==> src/rtl/bp_cce_gad_stream_if.sv <==
// Handshake and data bundle between the directory read path, the GAD engine
// and the CCE decode/flag stage. The engine is the slave; the surroundings are the master.
interface bp_cce_gad_stream_if #(
  parameter int lce_per_beat_p    = 2,
  parameter int lce_assoc_width_p = 3,
  parameter int lce_id_width_p    = 3
);
  logic                                   start_v_i;
  logic                                   start_ready_o;
  logic [lce_id_width_p-1:0]              req_lce_i;
  logic                                   req_type_flag_i;
  logic [2:0]                             lru_coh_state_i;
  logic                                   atomic_req_flag_i;
  logic                                   uncached_req_flag_i;

  logic                                   beat_v_i;
  logic                                   beat_ready_o;
  logic [lce_per_beat_p-1:0]              beat_hits_i;
  logic [lce_per_beat_p*lce_assoc_width_p-1:0] beat_ways_i;
  logic [lce_per_beat_p*3-1:0]            beat_states_i;

  logic                                   v_o;
  logic                                   yumi_i;
  logic [lce_assoc_width_p-1:0]           req_addr_way_o;
  logic [lce_id_width_p-1:0]              owner_lce_o;
  logic [lce_assoc_width_p-1:0]           owner_way_o;
  logic [2:0]                             owner_coh_state_o;
  logic                                   replacement_flag_o;
  logic                                   upgrade_flag_o;
  logic                                   cached_shared_flag_o;
  logic                                   cached_exclusive_flag_o;
  logic                                   cached_modified_flag_o;
  logic                                   cached_owned_flag_o;
  logic                                   cached_forward_flag_o;
  logic                                   multi_owner_error_o;

  modport slave (
    input  start_v_i, req_lce_i, req_type_flag_i, lru_coh_state_i,
           atomic_req_flag_i, uncached_req_flag_i,
           beat_v_i, beat_hits_i, beat_ways_i, beat_states_i, yumi_i,
    output start_ready_o, beat_ready_o, v_o, req_addr_way_o, owner_lce_o,
           owner_way_o, owner_coh_state_o, replacement_flag_o, upgrade_flag_o,
           cached_shared_flag_o, cached_exclusive_flag_o, cached_modified_flag_o,
           cached_owned_flag_o, cached_forward_flag_o, multi_owner_error_o
  );

  modport master (
    output start_v_i, req_lce_i, req_type_flag_i, lru_coh_state_i,
           atomic_req_flag_i, uncached_req_flag_i,
           beat_v_i, beat_hits_i, beat_ways_i, beat_states_i, yumi_i,
    input  start_ready_o, beat_ready_o, v_o, req_addr_way_o, owner_lce_o,
           owner_way_o, owner_coh_state_o, replacement_flag_o, upgrade_flag_o,
           cached_shared_flag_o, cached_exclusive_flag_o, cached_modified_flag_o,
           cached_owned_flag_o, cached_forward_flag_o, multi_owner_error_o
  );
endinterface

==> src/rtl/bp_cce_gad_stream.sv <==
// Beat-serial GAD engine: folds per-LCE directory beats into hit/owner/cached-state
// summaries and presents the resulting flags on a valid/yumi output.
module bp_cce_gad_stream #(
  parameter int num_lce_p         = 8,
  parameter int lce_per_beat_p    = 2,
  parameter int lce_assoc_width_p = 3,
  parameter int lce_id_width_p    = 3
) (
  input logic              clk_i,
  input logic              reset_i,
  bp_cce_gad_stream_if.slave bus
);
  localparam int num_beats_lp = num_lce_p / lce_per_beat_p;
  localparam int cnt_w_lp     = (num_beats_lp > 1) ? $clog2(num_beats_lp) : 1;
  localparam logic [cnt_w_lp-1:0] last_cnt_lp = cnt_w_lp'(num_beats_lp - 1);

  localparam logic [2:0] coh_i = 3'd0;
  localparam logic [2:0] coh_s = 3'd1;
  localparam logic [2:0] coh_e = 3'd2;
  localparam logic [2:0] coh_f = 3'd3;
  localparam logic [2:0] coh_m = 3'd6;
  localparam logic [2:0] coh_o = 3'd7;

  typedef enum logic [1:0] {IDLE = 2'd0, COLLECT = 2'd1, DONE = 2'd2} state_e;

  typedef struct packed {
    logic [lce_id_width_p-1:0] lce;
    logic                      store;
    logic [2:0]                lru;
    logic                      atomic;
    logic                      uncached;
  } req_t;

  typedef struct packed {
    logic                         req_cached;
    logic                         req_ro;
    logic [lce_assoc_width_p-1:0] req_way;
    logic [lce_id_width_p-1:0]    owner_lce;
    logic [lce_assoc_width_p-1:0] owner_way;
    logic [2:0]                   owner_state;
    logic                         cs, ce, cm, co, cf;
    logic                         multi;
    logic                         upgrade;
    logic                         replacement;
  } acc_t;

  state_e                state_q, state_d;
  logic [cnt_w_lp-1:0]   cnt_q, cnt_d;
  req_t                  req_q, req_d;
  acc_t                  acc_q, acc_d;

  logic [lce_id_width_p-1:0]    idx;
  logic [lce_assoc_width_p-1:0] way;
  logic [2:0]                   st;

  // NOTE: every variable gets a default before the case so no path infers a latch.
  always_comb begin
    state_d = state_q;
    cnt_d   = cnt_q;
    req_d   = req_q;
    acc_d   = acc_q;
    idx     = '0;
    way     = '0;
    st      = '0;

    unique case (state_q)
      IDLE: begin
        if (bus.start_v_i) begin
          state_d        = COLLECT;
          cnt_d          = '0;
          req_d.lce      = bus.req_lce_i;
          req_d.store    = bus.req_type_flag_i;
          req_d.lru      = bus.lru_coh_state_i;
          req_d.atomic   = bus.atomic_req_flag_i;
          req_d.uncached = bus.uncached_req_flag_i;
          acc_d          = '0;
        end
      end

      COLLECT: begin
        if (bus.beat_v_i) begin
          // Ascending j keeps the first owner candidate at the lowest LCE index.
          for (int j = 0; j < lce_per_beat_p; j++) begin
            idx = lce_id_width_p'(cnt_q) * lce_id_width_p'(lce_per_beat_p)
                + lce_id_width_p'(j);
            way = bus.beat_ways_i[j*lce_assoc_width_p +: lce_assoc_width_p];
            st  = bus.beat_states_i[j*3 +: 3];
            if (bus.beat_hits_i[j]) begin
              if (idx == req_q.lce) begin
                acc_d.req_cached = 1'b1;
                acc_d.req_way    = way;
                acc_d.req_ro     = (st == coh_s) || (st == coh_f) || (st == coh_o);
              end else begin
                case (st)
                  coh_s:   acc_d.cs = 1'b1;
                  coh_e:   acc_d.ce = 1'b1;
                  coh_m:   acc_d.cm = 1'b1;
                  coh_o:   acc_d.co = 1'b1;
                  coh_f:   acc_d.cf = 1'b1;
                  default: ;
                endcase
              end
              if ((st == coh_e) || (st == coh_m) || (st == coh_o) || (st == coh_f)) begin
                // Owner states are never I, so I doubles as "no owner yet".
                if (acc_d.owner_state == coh_i) begin
                  acc_d.owner_lce   = idx;
                  acc_d.owner_way   = way;
                  acc_d.owner_state = st;
                end else begin
                  acc_d.multi = 1'b1;
                end
              end
            end
          end

          if (cnt_q == last_cnt_lp) begin
            state_d       = DONE;
            cnt_d         = '0;
            acc_d.upgrade = req_q.store & acc_d.req_ro & ~req_q.uncached;
            if (req_q.uncached | req_q.atomic)
              acc_d.replacement = acc_d.req_cached;
            else
              acc_d.replacement = ~acc_d.upgrade &
                ((req_q.lru == coh_e) || (req_q.lru == coh_m) || (req_q.lru == coh_o));
          end else begin
            cnt_d = cnt_q + 1'b1;
          end
        end
      end

      DONE: begin
        if (bus.yumi_i) state_d = IDLE;
      end

      default: state_d = IDLE;
    endcase
  end

  // NOTE: non-blocking assignments so every flop samples pre-edge values.
  always_ff @(posedge clk_i or posedge reset_i) begin
    if (reset_i) begin
      state_q <= IDLE;
      cnt_q   <= '0;
      req_q   <= '0;
      acc_q   <= '0;
    end else begin
      state_q <= state_d;
      cnt_q   <= cnt_d;
      req_q   <= req_d;
      acc_q   <= acc_d;
    end
  end

  assign bus.start_ready_o           = (state_q == IDLE);
  assign bus.beat_ready_o            = (state_q == COLLECT);
  assign bus.v_o                     = (state_q == DONE);
  assign bus.req_addr_way_o          = acc_q.req_way;
  assign bus.owner_lce_o             = acc_q.owner_lce;
  assign bus.owner_way_o             = acc_q.owner_way;
  assign bus.owner_coh_state_o       = acc_q.owner_state;
  assign bus.replacement_flag_o      = acc_q.replacement;
  assign bus.upgrade_flag_o          = acc_q.upgrade;
  assign bus.cached_shared_flag_o    = acc_q.cs;
  assign bus.cached_exclusive_flag_o = acc_q.ce;
  assign bus.cached_modified_flag_o  = acc_q.cm;
  assign bus.cached_owned_flag_o     = acc_q.co;
  assign bus.cached_forward_flag_o   = acc_q.cf;
  assign bus.multi_owner_error_o     = acc_q.multi;
endmodule

==> src/flat_wrapper.sv <==
// flat-port wrapper written by rule: the top's interface ports become plain ports
module bp_cce_gad_stream_flat 
#(
  parameter int num_lce_p         = 8,
  parameter int lce_per_beat_p    = 2,
  parameter int lce_assoc_width_p = 3,
  parameter int lce_id_width_p    = 3
)
  (clk_i, reset_i, bus_start_v_i, bus_req_lce_i, bus_req_type_flag_i, bus_lru_coh_state_i, bus_atomic_req_flag_i, bus_uncached_req_flag_i, bus_beat_v_i, bus_beat_hits_i, bus_beat_ways_i, bus_beat_states_i, bus_yumi_i, bus_start_ready_o, bus_beat_ready_o, bus_v_o, bus_req_addr_way_o, bus_owner_lce_o, bus_owner_way_o, bus_owner_coh_state_o, bus_replacement_flag_o, bus_upgrade_flag_o, bus_cached_shared_flag_o, bus_cached_exclusive_flag_o, bus_cached_modified_flag_o, bus_cached_owned_flag_o, bus_cached_forward_flag_o, bus_multi_owner_error_o);
  bp_cce_gad_stream_if #(.lce_per_beat_p(lce_per_beat_p), .lce_assoc_width_p(lce_assoc_width_p), .lce_id_width_p(lce_id_width_p)) bus_i ();
  input logic clk_i;
  input logic reset_i;
  input wire logic [$bits(bus_i.start_v_i)-1:0] bus_start_v_i;
  input wire logic [$bits(bus_i.req_lce_i)-1:0] bus_req_lce_i;
  input wire logic [$bits(bus_i.req_type_flag_i)-1:0] bus_req_type_flag_i;
  input wire logic [$bits(bus_i.lru_coh_state_i)-1:0] bus_lru_coh_state_i;
  input wire logic [$bits(bus_i.atomic_req_flag_i)-1:0] bus_atomic_req_flag_i;
  input wire logic [$bits(bus_i.uncached_req_flag_i)-1:0] bus_uncached_req_flag_i;
  input wire logic [$bits(bus_i.beat_v_i)-1:0] bus_beat_v_i;
  input wire logic [$bits(bus_i.beat_hits_i)-1:0] bus_beat_hits_i;
  input wire logic [$bits(bus_i.beat_ways_i)-1:0] bus_beat_ways_i;
  input wire logic [$bits(bus_i.beat_states_i)-1:0] bus_beat_states_i;
  input wire logic [$bits(bus_i.yumi_i)-1:0] bus_yumi_i;
  output wire logic [$bits(bus_i.start_ready_o)-1:0] bus_start_ready_o;
  output wire logic [$bits(bus_i.beat_ready_o)-1:0] bus_beat_ready_o;
  output wire logic [$bits(bus_i.v_o)-1:0] bus_v_o;
  output wire logic [$bits(bus_i.req_addr_way_o)-1:0] bus_req_addr_way_o;
  output wire logic [$bits(bus_i.owner_lce_o)-1:0] bus_owner_lce_o;
  output wire logic [$bits(bus_i.owner_way_o)-1:0] bus_owner_way_o;
  output wire logic [$bits(bus_i.owner_coh_state_o)-1:0] bus_owner_coh_state_o;
  output wire logic [$bits(bus_i.replacement_flag_o)-1:0] bus_replacement_flag_o;
  output wire logic [$bits(bus_i.upgrade_flag_o)-1:0] bus_upgrade_flag_o;
  output wire logic [$bits(bus_i.cached_shared_flag_o)-1:0] bus_cached_shared_flag_o;
  output wire logic [$bits(bus_i.cached_exclusive_flag_o)-1:0] bus_cached_exclusive_flag_o;
  output wire logic [$bits(bus_i.cached_modified_flag_o)-1:0] bus_cached_modified_flag_o;
  output wire logic [$bits(bus_i.cached_owned_flag_o)-1:0] bus_cached_owned_flag_o;
  output wire logic [$bits(bus_i.cached_forward_flag_o)-1:0] bus_cached_forward_flag_o;
  output wire logic [$bits(bus_i.multi_owner_error_o)-1:0] bus_multi_owner_error_o;
  assign bus_i.start_v_i = bus_start_v_i;
  assign bus_i.req_lce_i = bus_req_lce_i;
  assign bus_i.req_type_flag_i = bus_req_type_flag_i;
  assign bus_i.lru_coh_state_i = bus_lru_coh_state_i;
  assign bus_i.atomic_req_flag_i = bus_atomic_req_flag_i;
  assign bus_i.uncached_req_flag_i = bus_uncached_req_flag_i;
  assign bus_i.beat_v_i = bus_beat_v_i;
  assign bus_i.beat_hits_i = bus_beat_hits_i;
  assign bus_i.beat_ways_i = bus_beat_ways_i;
  assign bus_i.beat_states_i = bus_beat_states_i;
  assign bus_i.yumi_i = bus_yumi_i;
  assign bus_start_ready_o = bus_i.start_ready_o;
  assign bus_beat_ready_o = bus_i.beat_ready_o;
  assign bus_v_o = bus_i.v_o;
  assign bus_req_addr_way_o = bus_i.req_addr_way_o;
  assign bus_owner_lce_o = bus_i.owner_lce_o;
  assign bus_owner_way_o = bus_i.owner_way_o;
  assign bus_owner_coh_state_o = bus_i.owner_coh_state_o;
  assign bus_replacement_flag_o = bus_i.replacement_flag_o;
  assign bus_upgrade_flag_o = bus_i.upgrade_flag_o;
  assign bus_cached_shared_flag_o = bus_i.cached_shared_flag_o;
  assign bus_cached_exclusive_flag_o = bus_i.cached_exclusive_flag_o;
  assign bus_cached_modified_flag_o = bus_i.cached_modified_flag_o;
  assign bus_cached_owned_flag_o = bus_i.cached_owned_flag_o;
  assign bus_cached_forward_flag_o = bus_i.cached_forward_flag_o;
  assign bus_multi_owner_error_o = bus_i.multi_owner_error_o;
  bp_cce_gad_stream #(.num_lce_p(num_lce_p), .lce_per_beat_p(lce_per_beat_p), .lce_assoc_width_p(lce_assoc_width_p), .lce_id_width_p(lce_id_width_p)) u_core (.clk_i(clk_i), .reset_i(reset_i), .bus(bus_i));
endmodule
==> config.mk <==
export PLATFORM = sky130hd
export DESIGN_NAME = bp_cce_gad_stream_flat
export DESIGN_NICKNAME = d
export VERILOG_FILES = /design/src/rtl/bp_cce_gad_stream_if.sv /design/src/rtl/bp_cce_gad_stream.sv /design/src/flat_wrapper.sv
export SDC_FILE = /design/constraint.sdc
export NUM_CORES = 1
export LEC_CHECK = 0
export CORE_MARGIN = 3
export CORE_UTILIZATION = 30
export DETAILED_ROUTE_END_ITERATION = 16
export DONT_BUFFER_PORTS = 1
export GPL_TIMING_DRIVEN = 0
export PLACE_DENSITY = 0.5
export SYNTH_ARGS = -nofsm -noshare
export SYNTH_HDL_FRONTEND = slang
export SYNTH_SLANG_ARGS = --single-unit
export TNS_END_PERCENT = 50
==> constraint.sdc <==
create_clock -name clk_i -period 3.9 [get_ports clk_i]
set_input_delay 1.17 -clock clk_i [delete_from_list [all_inputs] [get_ports clk_i]]
set_output_delay 1.17 -clock clk_i [all_outputs]
set_load 0.05 [all_outputs]
# Word level (Yosys, flattened, before mapping)
# Cells that the tools add are included.
# classes
n_addsub,2
n_eq_ne,22
muxes,42
n_bitwise,6
reduce_logical,20
# ops
op,count
2-to-1 mux 20 bit,6
2-to-1 mux 22 bit,2
one-hot mux 22 bit (2 select lines),1
2-to-1 mux 9 bit,4
2-to-1 mux 5 bit,4
"== test 3 bit, second input constant",6
2-to-1 mux 2 bit,8
"== test 3 x 2 -> 1 bit, second input constant",5
2-to-1 mux 1 bit,15
logical OR 1 bit,12
AND reduction 4 bit,2
"== test 3 x 1 -> 1 bit, second input constant",2
== test 3 bit,2
logical NOT 3 bit,2
"inequality test 2 bit, second input constant",3
one-hot mux 2 bit (3 select lines),1
"== test 2 bit, second input constant",2
one-hot mux 2 bit (2 select lines),1
"adder 3 x 1 -> 3 bit, second input constant",1
AND 1 bit,3
AND reduction 3 bit,1
"adder 2 x 1 -> 2 bit, second input constant",1
"== test 2 x 1 -> 1 bit, second input constant",1
logical NOT 2 bit,1
other kinds (5),6
# word_totals
ff_bits,35
input_bits,28
out_inout_bits,23
elab_cells,113

# Longest topological paths before layout
# Gate-level depths: netlist (run 1).
# logic_depth
ltp_word,22
depth_mapped,7
mapped_depth_nobuf,6

# Least setup slack after synthesis (run 1)
# OpenSTA, ideal clock, no wires.
# synth_timing
kind,flip-flop to output port
from,reg u_core.state_q[0]
to,out bus_v_o
t_arrival_ns,1.133
required_time_ns,2.730
slack_ns,1.597
stages_incl_launch_ff,2
n_path_buf,0
cell_sequence,dfrtp_1 nor2b_1
# synth_between
elab_chain_cells,1
# synth_lines
item,line_no,text
from (decl),bp_cce_gad_stream.sv:47,"state_e state_q, state_d;"
from (signal assigned),bp_cce_gad_stream.sv:147,state_q <= state_d;
== test 2 bit,bp_cce_gad_stream.sv:156,assign bus.v_o = (state_q == DONE);
to (decl),flat_wrapper.sv:26,output wire logic [$bits(bus_i.v_o)-1:0] bus_v_o;
# Every way passes these cells.

# Worst setup path in the final report (run 1)
# Ends and elaborated chain as after synthesis.

==> results of run 1 <==
[per-stage QoR]
step / cells / area (sq um) / setup slack (ns) / util, % / power [W]
finish: 311 / 2170 / 1.25 / 35.4 / 0.00196
global route: 311 / 2170 / 1.21 / 35.4 / 0.00210
CTS: 311 / 2170 / 1.23 / 35.4 / 0.00199
detailed placement: 303 / 2070 / 1.45 / 33.8 / 0.00169
global placement: 303 / 2070 / 1.45 / 33.8 / 0.00168
floorplan: 228 / 1980 / 1.60 / - / 0.00153
[report_power, final]
part           internal (W)  switching, W
registers          0.000517      0.000248
logic              0.000306      0.000600
clock network      0.000161      0.000133
[registers in the layout, indices dropped and copies added, names as in the netlist, 2 cells and up]
signal                        count
u_core.acc_q                      2
u_core.bus.owner_coh_state_o      3
u_core.bus.owner_lce_o            3
u_core.bus.owner_way_o            3
u_core.bus.req_addr_way_o         3
u_core.cnt_q                      2
u_core.req_q                      9
u_core.state_q                    2
[worst min-delay path by stage]
stage                      from                to  slack [ns]
2_1_floorplan   u_core.req_q[5]   u_core.req_q[5]        0.44
3_3_place_gp   u_core.acc_q[21]  u_core.acc_q[21]        0.46
3_5_place_dp    u_core.req_q[4]   u_core.req_q[4]        0.46
4_1_cts         u_core.req_q[4]   u_core.req_q[4]        0.48
5_1_grt         u_core.req_q[4]   u_core.req_q[4]        0.49
6_report        u_core.req_q[4]   u_core.req_q[4]        0.47
[synthesized netlist by cell type (all sizes together)]
master	instances
o31ai	3
a2111oi	1
o21a	1
buf	14
o41ai	1
xor2	2
nor4	1
or2	1
nand2	42
inv	10
o311ai	1
or3	3
a21o	4
dfrtp	35
nand2b	4
or4	2
nor2b	1
nand4	2
o221a	1
clkbuf	6
o2111ai	1
o21ai	21
a21oi	12
and2	4
ha	1
nor3	8
a22oi	4
nand3	4
a22o	6
nor2	23
mux2i	4
nor3b	2
o22ai	1
a211oi	2
[cells in the final DEF (no fill, tap or decap), types with 6 or more instances in the layout]
cell type,n
clkbuf_8,8
nand2_1,41
a21oi_1,12
a22o_1,6
o21ai_0,21
clkbuf_1,6
nor3_1,7
buf_4,13
nor2_1,23
inv_1,9
dfrtp_1,35
[per-layer routing]
| metal | global-route usage (%) | share of wire [%] |
|---|---|---|
| met1 | 18.5 | 47 |
| met2 | 21.4 | 45 |
| met3 | 5.30 | 7.7 |
| met4 | 3.21 | 0.50 |
| met5 | 0 | 0 |
[worst min-delay path: cells and delay by family (launching register included)]
kind	cells	cell delay (ns)
AND/OR/NAND/NOR	2	0.11
flip-flops	1	0.34
[final cells by class]
| type | instances | area (sq um) |
|---|---|---|
| fill | 683 | 3960 |
| clock buffer | 8 | 100 |
| sequential | 35 | 876 |
| inverter | 10 | 37.5 |
| tap | 75 | 93.8 |
| buffer | 20 | 135 |
| multi-input combinational | 163 | 927 |
[cell families (layout without fill, tap and decap cells)]
| logic type | Yosys count | count (layout) | synth area share (%) |
|---|---|---|---|
| DFF | 35 | 35 | 44.3 |
| and+or+nand+nor | 97 | 97 | 22.9 |
| adders and majority gates | 1 | 1 | 0.633 |
| muxes | 4 | 4 | 2.03 |
| AOI/OAI and AO/OA | 59 | 59 | 19.7 |
| buffers and inverters | 30 | 38 | 8.74 |
| xor gates and xnor gates | 2 | 2 | 1.65 |
==> flow_summary.yaml, run 1 <==
pwr:
  ir_drop_mv: 0.311
  powerDensity_mw_per_mm2: 906
  power.leakage_nw: 1.01
worst_setup_path:
  rr_endpoint: "u_core.bus.cached_exclusive_flag_o"
  critical_path.max_stage_delay_ns: 0.78
  crit_fanout: 4
  crit_path_start_kind: "flip-flop"
  arrival_ns: 1.48
  cp_top_family: "simple AND/OR/NAND/NOR gates"
  required_ns: 2.73
  setup.worst_path.class: "flip-flop to output port"
  timing.rr.start: "u_core.state_q[1]"
  crit_end: "bus_v_o"
  reg2reg_slack_ns: 1.49
  cpMaxStageDelayCell: "nor2b_1"
  endpoint_kind: "output port"
  ff2ff_path_depth: 7
  crit_chain: "nor2b_1"
  cp.depth: 1
  critical_path_buf_inv_count: 0
  startpoint: "u_core.state_q[0]"
final_layout:
  final_nets: 264
  diodes: 0
  syn2layout_area_growth_pct: 9.82
  drive_above_1_share_pct: 14.8
timing:
  worst-slew-pin-transition_ns: 0.995
  max_slew_margin_pct: 33.5
  fmax_mhz: 377
  fin_skew_ns: 0.00453
  rsz0062_at_grt: "false"
  period_needed_ns: 2.65
  hold_ws_ns: 0.474
  finalHoldViolations: 0
  fin_setup_tns_ns: 0
  finalCritPeriodShare_pct: 68.0
  setup_viol: 0
  slew_violations: 0
synthesis:
  synth.distinct_cells: 43
  synth.cell_area_sq_mm: 0.00198
  seq_area_frac_synth_pct: 44.3
  avgSynthCellArea_sq_um: 8.67
  ys.warnings.count: 0
  synth_top_area_cell: "dfrtp_1"
  ys_ff_latch: 35
  synth_nets: 257
  synthDominantCellAreaShare_pct: 44.3
  synth_cells: 228
  synth_area_leaders: "dfrtp_1, nand2_1, o21ai_0, buf_4, nor2_1"
detailed_routing:
  avgRoutedWirePerCell_um: 16.1
  vias_per_cell: 5.17
  antenna_left: 0
  dr.pass1.iters: 4
  drcViolationCount: 0
  vias: 1608
  routed_wl_um: 5010
  first_iter_violations: 55
placed_design:
  hpwl_um: 3790
  gp_congestion: 0.787
  port_buffers: 0
global_routing:
  grt_pass1_wl_um: 8230
  grt_pass1_vias: 1606
  grt_max_degree: 36
  grt_usage_pct: 13.9
  antenna_found_initial: 0
  overflow: 0
clock_tree:
  numCtsBuffers: 5
  clock_path_buffers: 2
  clk_transition_reported_paths_ns: 0.07
  root_buffer: "clkbuf_8"
  cts_tree: "built"
  cts-resized-gates: 0
  clock_latency_ns: 0.28
  htree_levels: 2
  clock_sinks: 35
  post-cts-setup-buffer-count: 0
  holdBufCountCts: 0
run:
  cap_violations: 0
die:
  core_area_sq_mm: 0.00613
  chipWidth_um: 87.2
  io_pins: 51
  floorplan.initialDensity_pct: 32.2
  dieArea_sq_mm: 0.00760
  die_y_um: 87.2
  rows: 28
hold_path:
  hp-class: "flip-flop to flip-flop"
  holdPathStages: 2
outcome:
  outcome: "finished clean"
No activity file was read; power rests on OpenSTA's default activity.
==> run 2, diff against run 1 <==
--- a/config.mk
+++ b/config.mk
@@ -5,12 +5,13 @@
 export SDC_FILE = /design/constraint.sdc
 export NUM_CORES = 1
 export LEC_CHECK = 0
+export ABC_AREA = 1
 export CORE_MARGIN = 3
 export CORE_UTILIZATION = 30
 export DETAILED_ROUTE_END_ITERATION = 16
 export DONT_BUFFER_PORTS = 1
 export GPL_TIMING_DRIVEN = 0
-export PLACE_DENSITY = 0.5
+export PLACE_DENSITY = 0.51
 export SYNTH_ARGS = -nofsm -noshare
 export SYNTH_HDL_FRONTEND = slang
 export SYNTH_SLANG_ARGS = --single-unit
==> constraint.sdc (replaced) <==
create_clock -name clk_i -period 2.21 [get_ports clk_i]
set_input_delay 0.663 -clock clk_i [delete_from_list [all_inputs] [get_ports clk_i]]
set_output_delay 0.663 -clock clk_i [all_outputs]
set_load 0.05 [all_outputs]
==> flow_summary.yaml, run 2 <==
outcome:
  outcome: "finished clean"
placed_design:
  place_inst: 310
  gp_congestion: 0.870
  dp_slack_ns: -0.0653
  hpwl_um: 3620
  port_buffers: 0
detailed_routing:
  routed_wl_um: 4750
  antenna_left: 0
  first_iter_violations: 94
  vias: 1565
  drcViolationCount: 0
  dr.pass1.iters: 4
  vias_per_cell: 4.92
  avgRoutedWirePerCell_um: 14.9
global_routing:
  grt_pass1_wl_um: 7890
  grt_max_degree: 36
  antenna_found_initial: 0
  use_met3_pct: 6.37
  grt_util_met1_pct: 17.9
  grt_usage_pct: 13.5
  met2_usage_pct: 19.7
  grt.busiest_layer: "met2"
  grt_pass1_vias: 1608
  overflow: 0
synthesis:
  ys.warnings.count: 0
  synth_cells: 235
  avgSynthCellArea_sq_um: 8.31
  synth.most_common_cell: "nand2_1"
  synth_edf_count: 0
  synthDominantCellAreaShare_pct: 44.8
  synth_nets: 264
  seq_area_frac_synth_pct: 44.8
  synth_top_area_cell: "dfrtp_1"
  synth.distinct_cells: 34
  yosys-top-cells-count: "nand2_1, dfrtp_1, inv_1"
  ys_ff_latch: 35
  synthFlopType: "dfrtp_1"
  async_flop_share_pct: 100
  synth_area_leaders: "dfrtp_1, nand2_1, buf_4, o21ai_0, inv_1"
  synth.cell_area_sq_mm: 0.00195
timing:
  setup_viol: 0
  finalHoldViolations: 0
  max_slew_margin_pct: 40.6
  rsz0062_at_grt: "false"
  worst-slew-pin-transition_ns: 0.887
  fin_skew_ns: 0.00590
  fin_setup_tns_ns: 0
  fmax_mhz: 475
  finalCritPeriodShare_pct: 95.2
  period_needed_ns: 2.10
  slew_violations: 0
  hold_ws_ns: 0.380
  finalWorstSetupSlack_ns: 0.105
run:
  cap_violations: 0
worst_setup_path:
  arrival_ns: 1.44
  crit_chain: "inv_1 -> nor2_1"
  crit_path_start_kind: "flip-flop"
  endpoint_kind: "output port"
  rr_endpoint: "u_core.req_q[7]"
  reg2reg_slack_ns: 0.28
  required_ns: 1.55
  ff2ff_path_depth: 5
  crit_fanout: 3
  timing.rr.start: "u_core.state_q[1]"
  setup.worst_path.class: "flip-flop to output port"
  cpMaxStageDelayCell: "nor2_1"
  critical_path.max_stage_delay_ns: 0.68
clock_tree:
  holdBufCountCts: 0
  cts_tree: "built"
  numCtsBuffers: 5
  clk_transition_reported_paths_ns: 0.07
  clock_sinks: 35
  root_buffer: "clkbuf_8"
  htree_levels: 2
  clock_latency_ns: 0.28
  clock_path_buffers: 2
final_layout:
  final_nets: 271
  largest_reg_flops: 9
  mostFrequentLayoutCells: "nand2_1, dfrtp_1, inv_1"
  mostFrequentLayoutCell: "nand2_1"
  syn2layout_area_growth_pct: 9.10
  layout.cells.non_filler: 318
  diodes: 0
  nFillCells: 684
  drive_above_1_share_pct: 19.8
  largest_register: "u_core.req_q"
pwr:
  power_w: 0.00338
  power.leakage_nw: 1.04
  ir_drop_mv: 1.01
  powerDensity_mw_per_mm2: 1580
die:
  die_y_um: 86.7
  dieArea_sq_mm: 0.00751
  floorplan.initialDensity_pct: 32.0
  core_area_sq_mm: 0.00610
  rows: 28
  io_pins: 51
  chipWidth_um: 86.7
hold_path:
  hp-class: "primary input to async pin"
## run 2: how the worst max path moves through the flow
stage	from	end	slack [ns]	depth (start not counted)
2_1_floorplan	u_core.state_q[1]	u_core.bus.multi_owner_error_o	0.21	6
3_3_place_gp	u_core.state_q[1]	u_core.bus.multi_owner_error_o	-0.06	6
3_5_place_dp	u_core.state_q[1]	u_core.req_q[7]	-0.07	5
4_1_cts	u_core.state_q[1]	bus_v_o	0.07	2
5_1_grt	u_core.state_q[1]	bus_v_o	0.04	2
6_report	u_core.state_q[1]	bus_v_o	0.11	2
## run 2: where the power goes
group	total (W)	internal [W]	switching, W
Clock	0.000446	0.000221	0.000225
Sequential	0.00130	0.000904	0.000401
Combinational	0.00162	0.000505	0.00112
## run 2: metrics by stage
step | cell area [sq um] | util [%]
3_3_place_gp | 2050 | 33.6
5_1_grt | 2130 | 35.0
6_report | 2130 | 35.0
2_1_floorplan | 1950 | -
4_1_cts | 2130 | 35.0
3_5_place_dp | 2050 | 33.6
## run 2: kinds of logic after synthesis
kind of cell	count (synthesis)	share of synthesized area, %
and+or+nand+nor	98	25.6
AOI/OAI and AO/OA	55	16.1
buffers and inverters	45	12.0
DFF	35	44.8
xor gates and xnor gates	1	0.833
adders and majority gates	1	0.641
## run 2: layer usage
layer | up-vias | routed length [um] | part of all wire (%)
met3 | 7 | 508 | 11
met5 | - | 0 | 0
met2 | 55 | 2030 | 43
met4 | 0 | 38 | 0.80
met1 | 722 | 2170 | 46
li1 | 781 | - | -
## run 2: critical path, delay by kind of cell, from the launching register on
| family | cells | cell delay (ns) |
|---|---|---|
| flip-flops | 1 | 0.41 |
| buffers and inverters | 1 | 0.07 |
| AND/OR/NAND/NOR | 1 | 0.68 |
## run 2: area by class of cell
cell class                 instances  area, sq um  area share, %
buffer                            16          123           5.75
clock buffer                       7         76.3           3.58
clock inverter                     1         5.00          0.235
inverter                          29          111           5.23
multi-input combinational        155          846           39.7
sequential                        35          876           41.1
tap                               75         93.8           4.40
## run 2: repair_timing
action                     CTS  global route
resized for setup            1             0
setup endpoints to repair   21             0
setup buffers                0             0
